===== config.mk =====
export PLATFORM = sky130hd
export DESIGN_NAME = phased_array_gen
export DESIGN_NICKNAME = d
export VERILOG_FILES = /design/src/rtl/phased_array_pkg.sv /design/src/rtl/phased_array_gen_wav_chan.sv /design/src/rtl/phased_array_gen.sv
export SDC_FILE = /design/constraint.sdc
export NUM_CORES = 2
export LEC_CHECK = 0
export CORE_UTILIZATION = 65
export DETAILED_ROUTE_END_ITERATION = 8
export PLACE_DENSITY = 0.95
export SLEW_MARGIN = 20
export SYNTH_ARGS = -nofsm -noshare
export SYNTH_HDL_FRONTEND = slang
export SYNTH_SLANG_ARGS = --single-unit

===== constraint.sdc =====
create_clock -name clk -period 75.1 [get_ports clk]
set_clock_uncertainty 0.1 [all_clocks]
set_input_delay 15.02 -clock clk [delete_from_list [all_inputs] [get_ports clk]]
set_output_delay 15.02 -clock clk [all_outputs]
set_load 0.005 [all_outputs]

===== src/rtl/phased_array_pkg.sv =====
// ---------------------------------------------------------------------------
// phased_array_pkg
// Shared constants and types for the phased-array waveform generator.
//   DEF_NUM_CH  : default number of transducer channels
//   DEF_PHASE_W : default phase resolution in bits (STEPS = 2**PHASE_W)
//   DEF_CLK_DIV : default clocks per phase step
//   phase_t     : phase/step value at the default resolution
//   half_steps(): 50 % duty expressed in steps for a given phase width
// ---------------------------------------------------------------------------
package phased_array_pkg;

  localparam int DEF_NUM_CH  = 64;
  localparam int DEF_PHASE_W = 5;
  localparam int DEF_CLK_DIV = 39;
  localparam int DEF_STEPS   = 2 ** DEF_PHASE_W;

  typedef logic [DEF_PHASE_W-1:0] phase_t;

  function automatic int half_steps(input int phase_w);
    return (2 ** phase_w) / 2;
  endfunction

endpackage


===== src/rtl/phased_array_gen_wav_chan.sv =====
// ---------------------------------------------------------------------------
// wav_chan
// One transducer channel: shadow and active phase/enable registers, the
// phase-window compare and the registered drive output.
// Ports:
//   clk, rst    : clock, asynchronous active-high reset
//   i_wr        : write strobe already decoded for this channel
//   i_wr_phase  : new shadow phase (steps)
//   i_wr_chen   : new shadow enable
//   i_xfer      : shadow-to-active transfer on this edge
//   i_step      : current step counter value
//   i_duty      : active high-time in steps
//   o_wav       : registered channel drive
// ---------------------------------------------------------------------------
module wav_chan
  import phased_array_pkg::*;
#(
  parameter int PHASE_W = DEF_PHASE_W
) (
  input  logic               clk,
  input  logic               rst,
  input  logic               i_wr,
  input  logic [PHASE_W-1:0] i_wr_phase,
  input  logic               i_wr_chen,
  input  logic               i_xfer,
  input  logic [PHASE_W-1:0] i_step,
  input  logic [PHASE_W-1:0] i_duty,
  output logic               o_wav
);

  logic [PHASE_W-1:0] r_ph_sh;
  logic               r_en_sh;
  logic [PHASE_W-1:0] r_ph_act;
  logic               r_en_act;
  logic [PHASE_W-1:0] w_rel;

  // Step relative to this channel's phase; PHASE_W-bit subtraction gives the
  // modulo-STEPS wrap for free.
  assign w_rel = i_step - r_ph_act;

  // A write landing on the transfer edge must reach the active copy too, so
  // the active register takes the incoming data rather than the old shadow.
  always_ff @(posedge clk or posedge rst) begin
    if (rst) begin
      r_ph_sh  <= '0;
      r_en_sh  <= 1'b0;
      r_ph_act <= '0;
      r_en_act <= 1'b0;
    end else begin
      if (i_wr) begin
        r_ph_sh <= i_wr_phase;
        r_en_sh <= i_wr_chen;
      end
      if (i_xfer) begin
        r_ph_act <= i_wr ? i_wr_phase : r_ph_sh;
        r_en_act <= i_wr ? i_wr_chen  : r_en_sh;
      end
    end
  end

  // Registered output: duty of zero can never satisfy the compare, so the
  // line stays low without glitching.
  always_ff @(posedge clk or posedge rst) begin
    if (rst) begin
      o_wav <= 1'b0;
    end else begin
      o_wav <= r_en_act && (w_rel < i_duty);
    end
  end

endmodule


===== src/rtl/phased_array_gen.sv =====
// ---------------------------------------------------------------------------
// phased_array_gen
// Multi-channel phase-shifted square-wave generator for ultrasonic arrays.
// Channel settings are written to shadow registers and copied to the active
// set at the next carrier-period boundary after a commit request.
// Optional feature macro: DUTY_CTRL_EN (runtime duty control via 'duty').
// Ports:
//   clk, rst  : clock, asynchronous active-high reset
//   wr_en     : shadow write strobe
//   wr_addr   : channel index for the write
//   wr_phase  : channel phase offset in steps
//   wr_chen   : channel enable
//   duty      : high-time in steps (used only with DUTY_CTRL_EN)
//   commit    : request shadow-to-active transfer at next boundary
//   wav       : per-channel drive waveforms
//   sync_out  : one-clock pulse aligned with the step-0 output update
//   busy      : commit pending
// ---------------------------------------------------------------------------
module phased_array_gen
  import phased_array_pkg::*;
#(
  parameter  int NUM_CH  = DEF_NUM_CH,
  parameter  int PHASE_W = DEF_PHASE_W,
  parameter  int CLK_DIV = DEF_CLK_DIV,
  localparam int AW      = (NUM_CH > 1) ? $clog2(NUM_CH) : 1
) (
  input  logic               clk,
  input  logic               rst,
  input  logic               wr_en,
  input  logic [AW-1:0]      wr_addr,
  input  logic [PHASE_W-1:0] wr_phase,
  input  logic               wr_chen,
  input  logic [PHASE_W-1:0] duty,
  input  logic               commit,
  output logic [NUM_CH-1:0]  wav,
  output logic               sync_out,
  output logic               busy
);

  localparam int PRW = (CLK_DIV > 1) ? $clog2(CLK_DIV) : 1;
  localparam logic [PHASE_W-1:0] HALF_DUTY = PHASE_W'(half_steps(PHASE_W));

  logic [PRW-1:0]     r_presc;
  logic [PHASE_W-1:0] r_step;
  logic               r_pending;
  logic               r_sync;
  logic               w_presc_tc;
  logic               w_bound;
  logic               w_xfer;
  logic               w_addr_ok;
  logic [PHASE_W-1:0] w_duty_act;

  assign w_presc_tc = (r_presc == PRW'(CLK_DIV - 1));
  assign w_bound    = w_presc_tc && (r_step == {PHASE_W{1'b1}});
  // A commit arriving on the boundary itself transfers immediately.
  assign w_xfer     = w_bound && (r_pending || commit);
  assign busy       = r_pending;
  assign sync_out   = r_sync;

  // Out-of-range addresses only exist when NUM_CH is not a power of two.
  if ((1 << AW) == NUM_CH) begin : g_addr_full
    assign w_addr_ok = 1'b1;
  end else begin : g_addr_chk
    assign w_addr_ok = (32'(wr_addr) < 32'(NUM_CH));
  end

  // Prescaler and step counter; the step wraps naturally at PHASE_W bits.
  always_ff @(posedge clk or posedge rst) begin
    if (rst) begin
      r_presc <= '0;
      r_step  <= '0;
    end else if (w_presc_tc) begin
      r_presc <= '0;
      r_step  <= r_step + 1'b1;
    end else begin
      r_presc <= r_presc + 1'b1;
    end
  end

  // Sync is registered from the counter state so it lines up with the
  // registered wav update for step 0.
  always_ff @(posedge clk or posedge rst) begin
    if (rst) begin
      r_sync <= 1'b0;
    end else begin
      r_sync <= (r_presc == '0) && (r_step == '0);
    end
  end

  // Pending flag: set by commit, cleared by the transfer on the same edge.
  always_ff @(posedge clk or posedge rst) begin
    if (rst) begin
      r_pending <= 1'b0;
    end else if (w_xfer) begin
      r_pending <= 1'b0;
    end else if (commit) begin
      r_pending <= 1'b1;
    end
  end

`ifdef DUTY_CTRL_EN
  logic [PHASE_W-1:0] r_duty_sh;
  logic [PHASE_W-1:0] r_duty_act;
  logic               w_commit_new;

  // Only a commit that opens a new pending window samples duty.
  assign w_commit_new = commit && !r_pending;
  assign w_duty_act   = r_duty_act;

  always_ff @(posedge clk or posedge rst) begin
    if (rst) begin
      r_duty_sh  <= HALF_DUTY;
      r_duty_act <= HALF_DUTY;
    end else begin
      if (w_commit_new) begin
        r_duty_sh <= duty;
      end
      if (w_xfer) begin
        r_duty_act <= w_commit_new ? duty : r_duty_sh;
      end
    end
  end
`else
  logic w_duty_unused;

  assign w_duty_unused = ^duty;
  assign w_duty_act    = HALF_DUTY;
`endif

  for (genvar gi = 0; gi < NUM_CH; gi++) begin : g_chan
    logic w_hit;

    assign w_hit = wr_en && w_addr_ok && (wr_addr == AW'(gi));

    wav_chan #(
      .PHASE_W (PHASE_W)
    ) u_chan (
      .clk        (clk),
      .rst        (rst),
      .i_wr       (w_hit),
      .i_wr_phase (wr_phase),
      .i_wr_chen  (wr_chen),
      .i_xfer     (w_xfer),
      .i_step     (r_step),
      .i_duty     (w_duty_act),
      .o_wav      (wav[gi])
    );
  end

endmodule

==> results.yml <==
sta:
  fin_tns_setup_ns: 0
  final.period_utilization: 0.246
  min_period_ns: 18.48
  tightest_slew_ns: 1.31
  hold_viol_final: 0
  maxSlewHeadroom: 0.123
  timing.fmax_mhz: 54.1
  setup-violations-final: 0
  rsz0062_at_grt: "false"
  drv_slew: 0
clock_network:
  cts_buffers: 81
  path_clk_slew_ns: 0.06
  htreeDepth: 3
  cts.root.buffer_cell: "clkbuf_16"
  cts.repair.resized: 0
  cts_max_path_buffers: 3
  worstSkewPairLatency_ns: 0.64
  cts_setup_buffers: 0
  cts_hold_buf: 0
  cts_tree: "built"
  clkSinkCount: 845
critical_path:
  cp_cell_sequence: "clkdlybuf4s50_1 -> nor2_1 -> nor3b_4 -> buf_4 -> buf_12 -> buf_4 -> mux2_2"
  cp_max_fo: 164
  path_buf_inv: 4
  required_ns: 75.52
  arrival_ns: 18.90
  start_kind: "input pin"
  crit_slowest_cell: "buf_4"
  critPathKind: "in2reg"
  critPathMaxStageDelay_ns: 0.99
  critical_path.top_delay_family: "buffers and inverters"
  cp-end-kind: "flop"
  path_common_cell: "buf_4"
power_and_ir_drop:
  leakagePower_nw: 19.2
  intPower_mw: 0.737
  p_sw_mw: 0.228
  power_frac_seq: 0.508
  switching_share: 0.236
  p_per_area_nw_per_um2: 23.3
  p_clk_frac: 0.434
  comb_power_share: 0.058
  vdd_ir_drop_max_uv: 17.3
routing:
  firstDrtPassIters: 8
  drtIter0Drc: 3488
  vias_per_cell: 6.86
  drcViolationCount: 0
  postRouteAntennaNets: 0
  avgRoutedWirePerCell_um: 25.4
  drt_wl_total_um: 102000
  num_vias: 27600
outcome:
  status: "complete, no violations"
grt:
  grt_first_pass_wirelength_um: 161000
  grt_use_total: 0.349
  antenna_found_initial: 6
  globalRouteOverflowTotal: 0
  grt_max_degree: 165
  grt_pass1_vias: 29200
flow_run:
  cap_viol_max_count: 0
placement:
  hpwl_um: 51400
  gp_congestion: 0.800
  port_buffers: 81
  place_area_um2: 38600
synth:
  avgSynthCellArea_um2: 11.6
  synth_xor_area_frac: 0.0162
  synth_cell_types: 39
  syn_inst: 3265
  ys_warn_count: 0
  syn_nets: 3484
  synth_adder_area_share: 0.0654
  synth-seq-cells: 845
  synthesis.area_um2: 37900
  synth_compound_area_frac: 0.146
  synthMuxAreaShare: 0.114
  synth_top_family_by_area: "compound AO/OA/AOI/OAI gates"
  seq_area_frac_synth: 0.558
  synth_simple_gate_area_frac: 0.0445
cells_and_area:
  layout-drive-gt1-share: 0.195
  layout_commonest_cell: "dfrtp_1"
  syn_to_final_growth_pct: 9.23
  final_cell_mix: "dfrtp_1, o21ai_0, mux2_2, ha_1, inv_1"
  final_nets: 3412
  fillerInstances: 3153
  fin_area_um2: 41400
die:
  dieWidth_um: 243
  start_util: 0.657
  rows: 88
  dieArea_um2: 59300
  io_pins: 87
  core-area_um2: 57700
  die_y_um: 243
min_path:
  min_path_type: "reg2reg"
==> sequential cells by signal, summed over array words and instances (netlist names) <==
register	cells
r_step	5
g_chan.u_chan.r_ph_sh	320
g_chan.u_chan.r_ph_act	320
g_chan.u_chan.r_en_act	64
busy	1
g_chan.u_chan.o_wav	64
g_chan.u_chan.r_en_sh	64
r_presc	6
sync_out	1
==> final cells by class <==
| cell class | count | area (um^2) | share of cell area |
|---|---|---|---|
| sequential | 845 | 21200 | 0.511 |
| multi-input combinational | 1948 | 14700 | 0.355 |
| clock buffer | 128 | 2570 | 0.0621 |
| timing repair buffer | 120 | 1120 | 0.0270 |
| tap | 765 | 957 | 0.0231 |
| inverter | 197 | 747 | 0.0180 |
| clock inverter | 20 | 159 | 0.00384 |
| antenna | 2 | 5.00 | 0.000121 |
==> cell families (layout without fill, tap and decap cells) <==
kind of cell | Yosys count | count (layout)
compound gates | 1028 | 1028
flops | 845 | 845
buf+inv | 472 | 465
mux | 384 | 384
simple gates | 268 | 268
fa+ha+maj | 198 | 198
xor+xnor | 70 | 70
other cells | 0 | 2
==> layer usage <==
| metal | vias to the layer above | routed length, um | track usage |
|---|---|---|---|
| met4 | 2 | 7620 | 0.267 |
| li1 | 11200 | - | - |
| met5 | - | 11 | 0 |
| met3 | 609 | 10500 | 0.0756 |
| met1 | 13700 | 36100 | 0.427 |
| met2 | 2044 | 48100 | 0.544 |
==> final timing paths <==
| check | start | endpoint | slack [ns] | cells after the start |
|---|---|---|---|---|
| worst max-delay path | commit | g_chan[62].u_chan.r_ph_act[0]$_DFFE_PP0P_ | 56.62 | 7 |
| worst min-delay path | r_presc[0]$_DFF_PP0_ | r_presc[0]$_DFF_PP0_ | 0.38 | 1 |
| worst max register to register | r_step[1]$_DFFE_PP0N_ | g_chan[62].u_chan.r_ph_act[0]$_DFFE_PP0P_ | 70.02 | 8 |
| worst min register to register | r_presc[0]$_DFF_PP0_ | r_presc[0]$_DFF_PP0_ | 0.38 | 1 |
| max in group asynchronous | rst | g_chan[57].u_chan.o_wav$_DFF_PP0_ | 57.01 | 5 |
| min in group asynchronous | rst | g_chan[37].u_chan.r_ph_sh[0]$_DFF_PP0_ | 14.86 | 2 |
==> power by group through the flow <==
stage,clock network (mW),logic (mW),registers [mW]
2_1_floorplan,0,0.0357,0.495
6_report,0.419,0.0563,0.490
3_5_place_dp,0,0.0507,0.496
3_3_place_gp,0,0.0457,0.494
5_1_grt,0.437,0.0624,0.491
4_1_cts,0.419,0.0549,0.489
==> stage by stage <==
stage / instances / utilization / hold WS, ns / power [mW] / setup WS (ns)
finish: 4025 / 0.718 / 0.379 / 0.965 / 56.62
global route: 4024 / 0.718 / 0.386 / 0.991 / 56.41
CTS: 4023 / 0.717 / 0.377 / 0.964 / 56.76
detailed placement: 3875 / 0.670 / 0.368 / 0.547 / 56.13
global placement: 3875 / 0.670 / 0.364 / 0.540 / 56.14
floorplan: 3265 / - / 0.346 / 0.531 / 36.24
==> synthesized netlist by cell type, drive strengths merged <==
master / number / share of area
nor3b: 1 / 0.00033
xnor2: 6 / 0.0014
inv: 197 / 0.020
nand4: 3 / 0.00050
xor2: 64 / 0.015
dfrtp: 845 / 0.56
or3: 64 / 0.011
nand3: 14 / 0.0018
and2: 2 / 0.00033
nor3: 1 / 0.00013
nand4b: 4 / 0.00092
or4: 1 / 0.00030
or4b: 4 / 0.0012
and4: 2 / 0.00046
nand2: 18 / 0.0018
clkbuf: 125 / 0.012
nand4bb: 6 / 0.0018
nor2: 5 / 0.00050
nor4: 1 / 0.00017
nand2b: 64 / 0.011
a21oi: 67 / 0.0088
nor2b: 7 / 0.0012
buf: 150 / 0.024
nor4bb: 1 / 0.00026
or2: 64 / 0.011
a21boi: 64 / 0.013
mux2: 384 / 0.11
a2111oi: 64 / 0.015
and3: 2 / 0.00033
nand3b: 3 / 0.00059
o21ai: 833 / 0.11
ha: 198 / 0.065
or3b: 1 / 0.00023
Power figures use the tool's default switching activity.
